==> src/rtl/rv32i_pkg.sv <==
// Shared RV32I front-end types: fetch FSM state encoding and instruction size.
package rv32i_pkg;

  typedef enum logic [2:0] {
    IDLE    = 3'd0,
    REQ     = 3'd1,
    WAIT    = 3'd2,
    DISCARD = 3'd3,
    FAULT   = 3'd4
  } fetch_state_e;

  localparam int INSTR_BYTES = 4;

endpackage

==> src/rtl/fetch_fifo.sv <==
// Small synchronous FIFO between fetch and decode; head is read from registered storage.
module fetch_fifo #(
  parameter int WIDTH = 64,
  parameter int DEPTH = 2
) (
  input  logic                     clk,
  input  logic                     rst,
  input  logic                     flush,
  input  logic                     push,
  input  logic [WIDTH-1:0]         wdata,
  input  logic                     pop,
  output logic [WIDTH-1:0]         rdata,
  output logic [$clog2(DEPTH):0]   count,
  output logic                     full,
  output logic                     empty
);

  localparam int AW = $clog2(DEPTH);

  logic [WIDTH-1:0] mem [DEPTH];
  logic [AW-1:0]    wr_ptr;
  logic [AW-1:0]    rd_ptr;
  logic             do_push;
  logic             do_pop;

  assign empty   = (count == '0);
  assign full    = (count == (AW+1)'(DEPTH));
  assign do_pop  = pop && !empty;
  // A pop frees the slot in the same cycle, so push-while-full is legal alongside a pop.
  assign do_push = push && (!full || do_pop);
  assign rdata   = mem[rd_ptr];

  always_ff @(posedge clk) begin
    if (rst || flush) begin
      wr_ptr <= '0;
      rd_ptr <= '0;
      count  <= '0;
    end else begin
      if (do_push) wr_ptr <= wr_ptr + 1'b1;
      if (do_pop)  rd_ptr <= rd_ptr + 1'b1;
      if (do_push && !do_pop)      count <= count + 1'b1;
      else if (!do_push && do_pop) count <= count - 1'b1;
    end
  end

  always_ff @(posedge clk) begin
    if (do_push && !rst && !flush) mem[wr_ptr] <= wdata;
  end

endmodule

==> src/rtl/fetch_sequencer.sv <==
// Instruction fetch sequencer: owns the fetch PC, issues one memory request at a time,
// buffers returned words toward decode and applies branch/jump redirects.
module fetch_sequencer
  import rv32i_pkg::*;
#(
  parameter int              XLEN       = 32,
  parameter logic [XLEN-1:0] RESET_PC   = '0,
  parameter int              FIFO_DEPTH = 2
) (
  input  logic            clk,
  input  logic            rst,
  input  logic            i_redirect_valid,
  input  logic [XLEN-1:0] i_redirect_pc,
  output logic            o_im_req,
  output logic [XLEN-1:0] o_im_addr,
  input  logic            i_im_gnt,
  input  logic            i_im_rvalid,
  input  logic [XLEN-1:0] i_im_rdata,
  output logic            o_if_valid,
  output logic [XLEN-1:0] o_if_pc,
  output logic [XLEN-1:0] o_if_instr,
  input  logic            i_if_ready,
  output logic            o_fetch_fault,
  output fetch_state_e    o_dbg_state
);

  // Handshakes: memory request transfers on o_im_req & i_im_gnt (req may drop or change
  // address while ungranted); i_im_rvalid answers the single outstanding request;
  // decode consumes the head on o_if_valid & i_if_ready.

  localparam int CW = $clog2(FIFO_DEPTH) + 1;

  fetch_state_e     state;
  logic [XLEN-1:0]  pc;
  logic [XLEN-1:0]  req_pc;
  logic             outstanding;

  logic [CW-1:0]    fifo_count;
  logic             fifo_full;
  logic             fifo_empty;
  logic [2*XLEN-1:0] fifo_rdata;

  logic [CW:0]      in_use;
  logic             has_credit;
  logic             handshake;
  logic             push;
  logic             pop;
  logic             stale_pending;

  // Slots already spoken for: buffered words plus the one still in flight.
  assign in_use     = {1'b0, fifo_count} + {{CW{1'b0}}, outstanding};
  assign has_credit = !fifo_full && (in_use < (CW+1)'(FIFO_DEPTH));

  assign o_im_req      = (state == REQ) && has_credit;
  assign o_im_addr     = pc;
  assign o_fetch_fault = (state == FAULT);
  assign o_dbg_state   = state;

  assign handshake = o_im_req && i_im_gnt;
  assign push      = (state == WAIT) && i_im_rvalid && !i_redirect_valid;
  assign pop       = o_if_valid && i_if_ready;

  // A response is still owed after this cycle unless it arrives now; a fresh grant also owes one.
  assign stale_pending = (outstanding && !i_im_rvalid) || handshake;

  assign o_if_valid = !fifo_empty;
  assign o_if_pc    = fifo_rdata[2*XLEN-1:XLEN];
  assign o_if_instr = fifo_rdata[XLEN-1:0];

  fetch_fifo #(
    .WIDTH (2*XLEN),
    .DEPTH (FIFO_DEPTH)
  ) u_fifo (
    .clk   (clk),
    .rst   (rst),
    .flush (i_redirect_valid),
    .push  (push),
    .wdata ({req_pc, i_im_rdata}),
    .pop   (pop),
    .rdata (fifo_rdata),
    .count (fifo_count),
    .full  (fifo_full),
    .empty (fifo_empty)
  );

  always_ff @(posedge clk) begin
    if (rst) begin
      state       <= IDLE;
      pc          <= RESET_PC;
      req_pc      <= RESET_PC;
      outstanding <= 1'b0;
    end else begin
      outstanding <= stale_pending;
      if (i_redirect_valid) begin
        pc <= i_redirect_pc;
        if (i_redirect_pc[1:0] != 2'b00) state <= FAULT;
        else if (stale_pending)          state <= DISCARD;
        else                             state <= REQ;
      end else begin
        case (state)
          IDLE: state <= REQ;
          REQ: begin
            if (handshake) begin
              req_pc <= pc;
              pc     <= pc + XLEN'(INSTR_BYTES);
              state  <= WAIT;
            end
          end
          WAIT:    if (i_im_rvalid) state <= REQ;
          DISCARD: if (i_im_rvalid) state <= REQ;
          FAULT:   state <= FAULT;
          default: state <= IDLE;
        endcase
      end
    end
  end

endmodule

==> config.mk <==
export PLATFORM = sky130hd
export DESIGN_NAME = fetch_sequencer
export DESIGN_NICKNAME = d
export VERILOG_FILES = /design/src/rtl/rv32i_pkg.sv /design/src/rtl/fetch_fifo.sv /design/src/rtl/fetch_sequencer.sv
export SDC_FILE = /design/constraint.sdc
export NUM_CORES = 1
export LEC_CHECK = 0
export BUFFER_PORTS_ARGS = -buffer_cell sky130_fd_sc_hd__buf_2
export CAP_MARGIN = 20
export CELL_PAD_IN_SITES_DETAIL_PLACEMENT = 1
export CELL_PAD_IN_SITES_GLOBAL_PLACEMENT = 1
export CORE_MARGIN = 3
export CORE_UTILIZATION = 45
export CTS_BUF_LIST = sky130_fd_sc_hd__clkbuf_2 sky130_fd_sc_hd__clkbuf_4 sky130_fd_sc_hd__clkbuf_8
export CTS_CLUSTER_DIAMETER = 150
export DETAILED_ROUTE_END_ITERATION = 12
export HOLD_SLACK_MARGIN = 0.12
export PLACE_DENSITY = 0.8
export REMOVE_ABC_BUFFERS = 1
export SYNTH_ARGS = -nofsm -noshare
export SYNTH_HDL_FRONTEND = slang
export SYNTH_HIERARCHICAL = 1
export SYNTH_SLANG_ARGS = --single-unit
==> constraint.sdc <==
create_clock -name clk -period 5.3 [get_ports clk]
set_clock_uncertainty 0.1 [all_clocks]
set_input_delay 1.06 -clock clk [delete_from_list [all_inputs] [get_ports clk]]
set_output_delay 1.06 -clock clk [all_outputs]
set_load 0.01 [all_outputs]
==> results list <==
- The flow ran to the end, and the final reports show no timing, DRC or antenna violations.
- Total Nets Final: between 800 and 900
* Number of inserted diodes: 0
* Worst Path Required: between 4 and 5 ns
- TritonCTS clock tree: built
- Of the synthesized area, sequential elements account for about two thirds.
- IR analysis of the VDD net gives a maximum drop of between 150 and 200 uV.
- Post-layout min period: between 3 and 4 ns
* Distinct cells, synth: 53
- Number of warning messages in the yosys log: 6
- Root Buffer: clkbuf_8
- The initial utilization of the core area, before any placement, comes to between 40% and 50%.
- Initial antenna violation count: 0
* Internal power summed over all cells: between 2 and 3 mW
- Fillers: ~1900
* Area of the die: about 0.020 sq mm
* Worst max-slew margin expressed relative to the limit: between 30% and 40%
* Total power consumption of the routed design: 3.24 mW
- In the layout the commonest cells are buf_2, edfxtp_1, nand2_1.
* Fin. Hold Viols: 0
* Leakage power summed over all cells: around 3.9 nW
* Clock share of power: a little over two fifths
- DR vias/cell: between 5 and 6
- Row count: 48
- The core region is between 0.015 and 0.02 sq mm.
- Count of H-tree levels built during CTS: 2
- Summed over all failing endpoints, the final setup total negative slack is 0 ns.
* Post-synth top area share: between 40% and 50%
- Yosys mapped a number of flops with a built-in enable equal to between 100 and 150.
- Switch share: 21.6%
* Number of nets with antenna violations after detailed routing: 0
- Total area of multi-input combinational cells: 0.00259 sq mm
- For this design, the CTS-stage hold fixing added 0 buffers.
* Arrival @ worst endpoint: 2.06 ns
- Detailed-route wire length: a little over 20 mm
- Setup repair after global routing left no endpoint under its margin.
- Non-Filler Instances: around 1100
- Synthesized area divided by synthesized cell count: 12.9 sq um
* Proportion of power drawn by combinational gates: under 10%
- Most used DFF post-synth: edfxtp_1
- Overall via count from detail_route: roughly 5600
- Type of the worst setup path: register to primary output
- The first global-routing pass estimated approximately 32 mm of wire.
* Total Routing Usage GR: about 20%
- After clock tree synthesis, the setup repair step added 0 buffers.
* Largest net degree at the start of global routing: 65
* Violation count after the first detailed-routing iteration: about 240
* Footprint of the flip-flops and latches: between 0.005 and 0.006 sq mm
- Maximum buffer depth of the clock tree: 3
- Placed cell count: 1001
- CP max stage cell: dfxtp_4
- In this run, post-CTS repair resized a total of 0 instances.
- Of the available clock period, the critical path in the final layout requires between 60% and 70%.
- The biggest area contributor in the post-synthesis netlist is edfxtp_1.
- Cells with a size suffix above 1 make up between 30% and 40% of the layout.
* Seq pwr share: between 50% and 60%
* Async set-reset flop share out of synthesis: 0%
* Clock buffer count from CTS: 34
- Measured along the x axis, the die boundary spans 140 um.
- Delay contributed by the slowest stage of the critical path: about 0.89 ns
- After clock tree synthesis, the clock-pin slew on the worst setup and hold paths is 0.07 ns.
- Boundary pin count: 172
- Walking the worst path, the cells encountered are mux2_2 > buf_2.
- Total power density per cell area: 329 mW/mm^2
- Path type of the worst min-delay path: register to register
- The worst setup path is launched from a register.
- The number of global-route vias before repair is 5913.
- Residual DRC: 0
- The congestion estimate from routability-driven global placement came to 0.845.
- Kind of capture point of the worst setup path: primary output
- Final setup violation count: 0
- TritonCTS sink count: between 200 and 250
* Slew at the pin with the worst max-slew slack: ~0.95 ns
- Cell area after synthesis: between 0.008 and 0.009 sq mm
- Area added between synthesis and finish: 21.3%
- Leaving out fill and tap cells, the most frequent cell in the layout is buf_2.
- Input and output buffers added on the ports amount to roughly 170.
- Detailed placement finished with a half-perimeter wire length of between 10 and 15 mm.
* Number of instances in the synthesized netlist: between 600 and 700
- Insertion delay to the later sink of the worst-skew pair: around 0.5 ns
- Of all nets on the critical path, the largest fanout is 64.
* Max-slew violations: 0
* GRT overflow: 0
- Number of storage elements in the synthesis netlist: approximately 200
* Largest cells by area after synthesis: edfxtp_1, dfxtp_1, mux2_2, nand2_1, a21oi_1
- Wire length per cell: roughly 19 um
- Total iterations of the first detailed-routing run: 4
- Max cap viols: 0
- Die outline height: around 140 um
* Switching power of the nets: 700 uW
- Max Clock Freq: around 310 MHz
[power groups by stage]
stage	Sequential, mW	Combinational [mW]	Clock (mW)
after floorplan	1.74	0.0539	0
after global placement	1.74	0.138	0
after detailed placement	1.74	0.145	0
after CTS	1.71	0.146	1.43
after global routing	1.71	0.160	1.50
final	1.71	0.145	1.39
[kinds of logic after synthesis]
logic type,Yosys count,synth area share [%]
xor gates and xnor gates,27,2.91
AOI/OAI and AO/OA,92,6.63
adders and majority gates,2,0.308
and+or+nand+nor,183,11.9
muxes,73,10.1
buffers and inverters,54,2.96
DFF,201,65.3
[metrics by stage]
stage / hold slack [ns] / worst slack (ns) / instance area [sq um] / utilization (%)
3_3_place_gp: 0.328 / 1.87 / 9160 / 52.4
2_1_floorplan: 0.325 / 1.47 / 7980 / -
4_1_cts: 0.349 / 2.05 / 9860 / 56.4
6_report: 0.352 / 2.08 / 9860 / 56.4
3_5_place_dp: 0.340 / 1.79 / 9160 / 52.4
5_1_grt: 0.369 / 1.99 / 9860 / 56.4
[state kept, by name, indices dropped and copies added, names as in the netlist, named ones only]
name           count
o_dbg_state        3
o_im_addr         32
outstanding        1
req_pc            32
u_fifo/count       2
u_fifo/mem       128
u_fifo/rd_ptr      1
u_fifo/wr_ptr      1
[worst max-delay path: cells and delay by family (launching register included)]
kind / cells / cell delay [ns]
DFF: 1 / 0.89
buffers and inverters: 1 / 0.15
muxes: 1 / 0.45
[final cells by class]
type                            instances  share of cell area [%]
Clock buffer                           49                    6.27
Inverter                               23                   0.876
Tap cell                              225                    2.86
Multi-Input combinational cell        377                    26.3
Timing Repair Buffer                  175                    8.99
Sequential cell                       201                    53.9
Clock inverter                         12                   0.850
[cells in the mapped netlist, types with 2 or more instances]
| cell type | n |
|---|---|
| edfxtp_1 | 128 |
| nand2_1 | 88 |
| dfxtp_1 | 73 |
| mux2_2 | 65 |
| a21oi_1 | 55 |
| inv_1 | 23 |
| nor3_1 | 20 |
| o21a_1 | 17 |
| xor2_1 | 16 |
| clkbuf_1 | 15 |
| nor2_1 | 15 |
| xnor2_1 | 11 |
| nand4_1 | 8 |
| and2_1 | 7 |
| and3_1 | 7 |
| nand3_1 | 7 |
| o21ai_0 | 7 |
| buf_2 | 6 |
| buf_4 | 6 |
| mux2i_1 | 6 |
| and4_2 | 3 |
| buf_1 | 3 |
| nor2b_1 | 3 |
| nor3b_1 | 3 |
| nor4_1 | 3 |
| o21ai_1 | 3 |
| or3_1 | 3 |
| a21o_1 | 2 |
| ha_1 | 2 |
| nand2b_1 | 2 |
| nand4_2 | 2 |
| nor4_2 | 2 |
[layer usage]
layer  GRT usage [%]  part of all wire [%]
met5               0                     0
met4            6.53                   2.4
met3            4.47                   5.9
met2            34.0                    50
met1            25.9                    42
[worst paths after layout]
kind                    from                end  slack, ns  cells after the start
min                req_pc[1]  u_fifo/mem[0][33]       0.35                      0
min reg2reg        req_pc[1]  u_fifo/mem[0][33]       0.35                      0
max                 register        o_if_pc[20]       2.08                      2
max reg2reg  u_fifo/count[0]         req_pc[13]       2.56                      8
(Power assumes the default switching activity.)
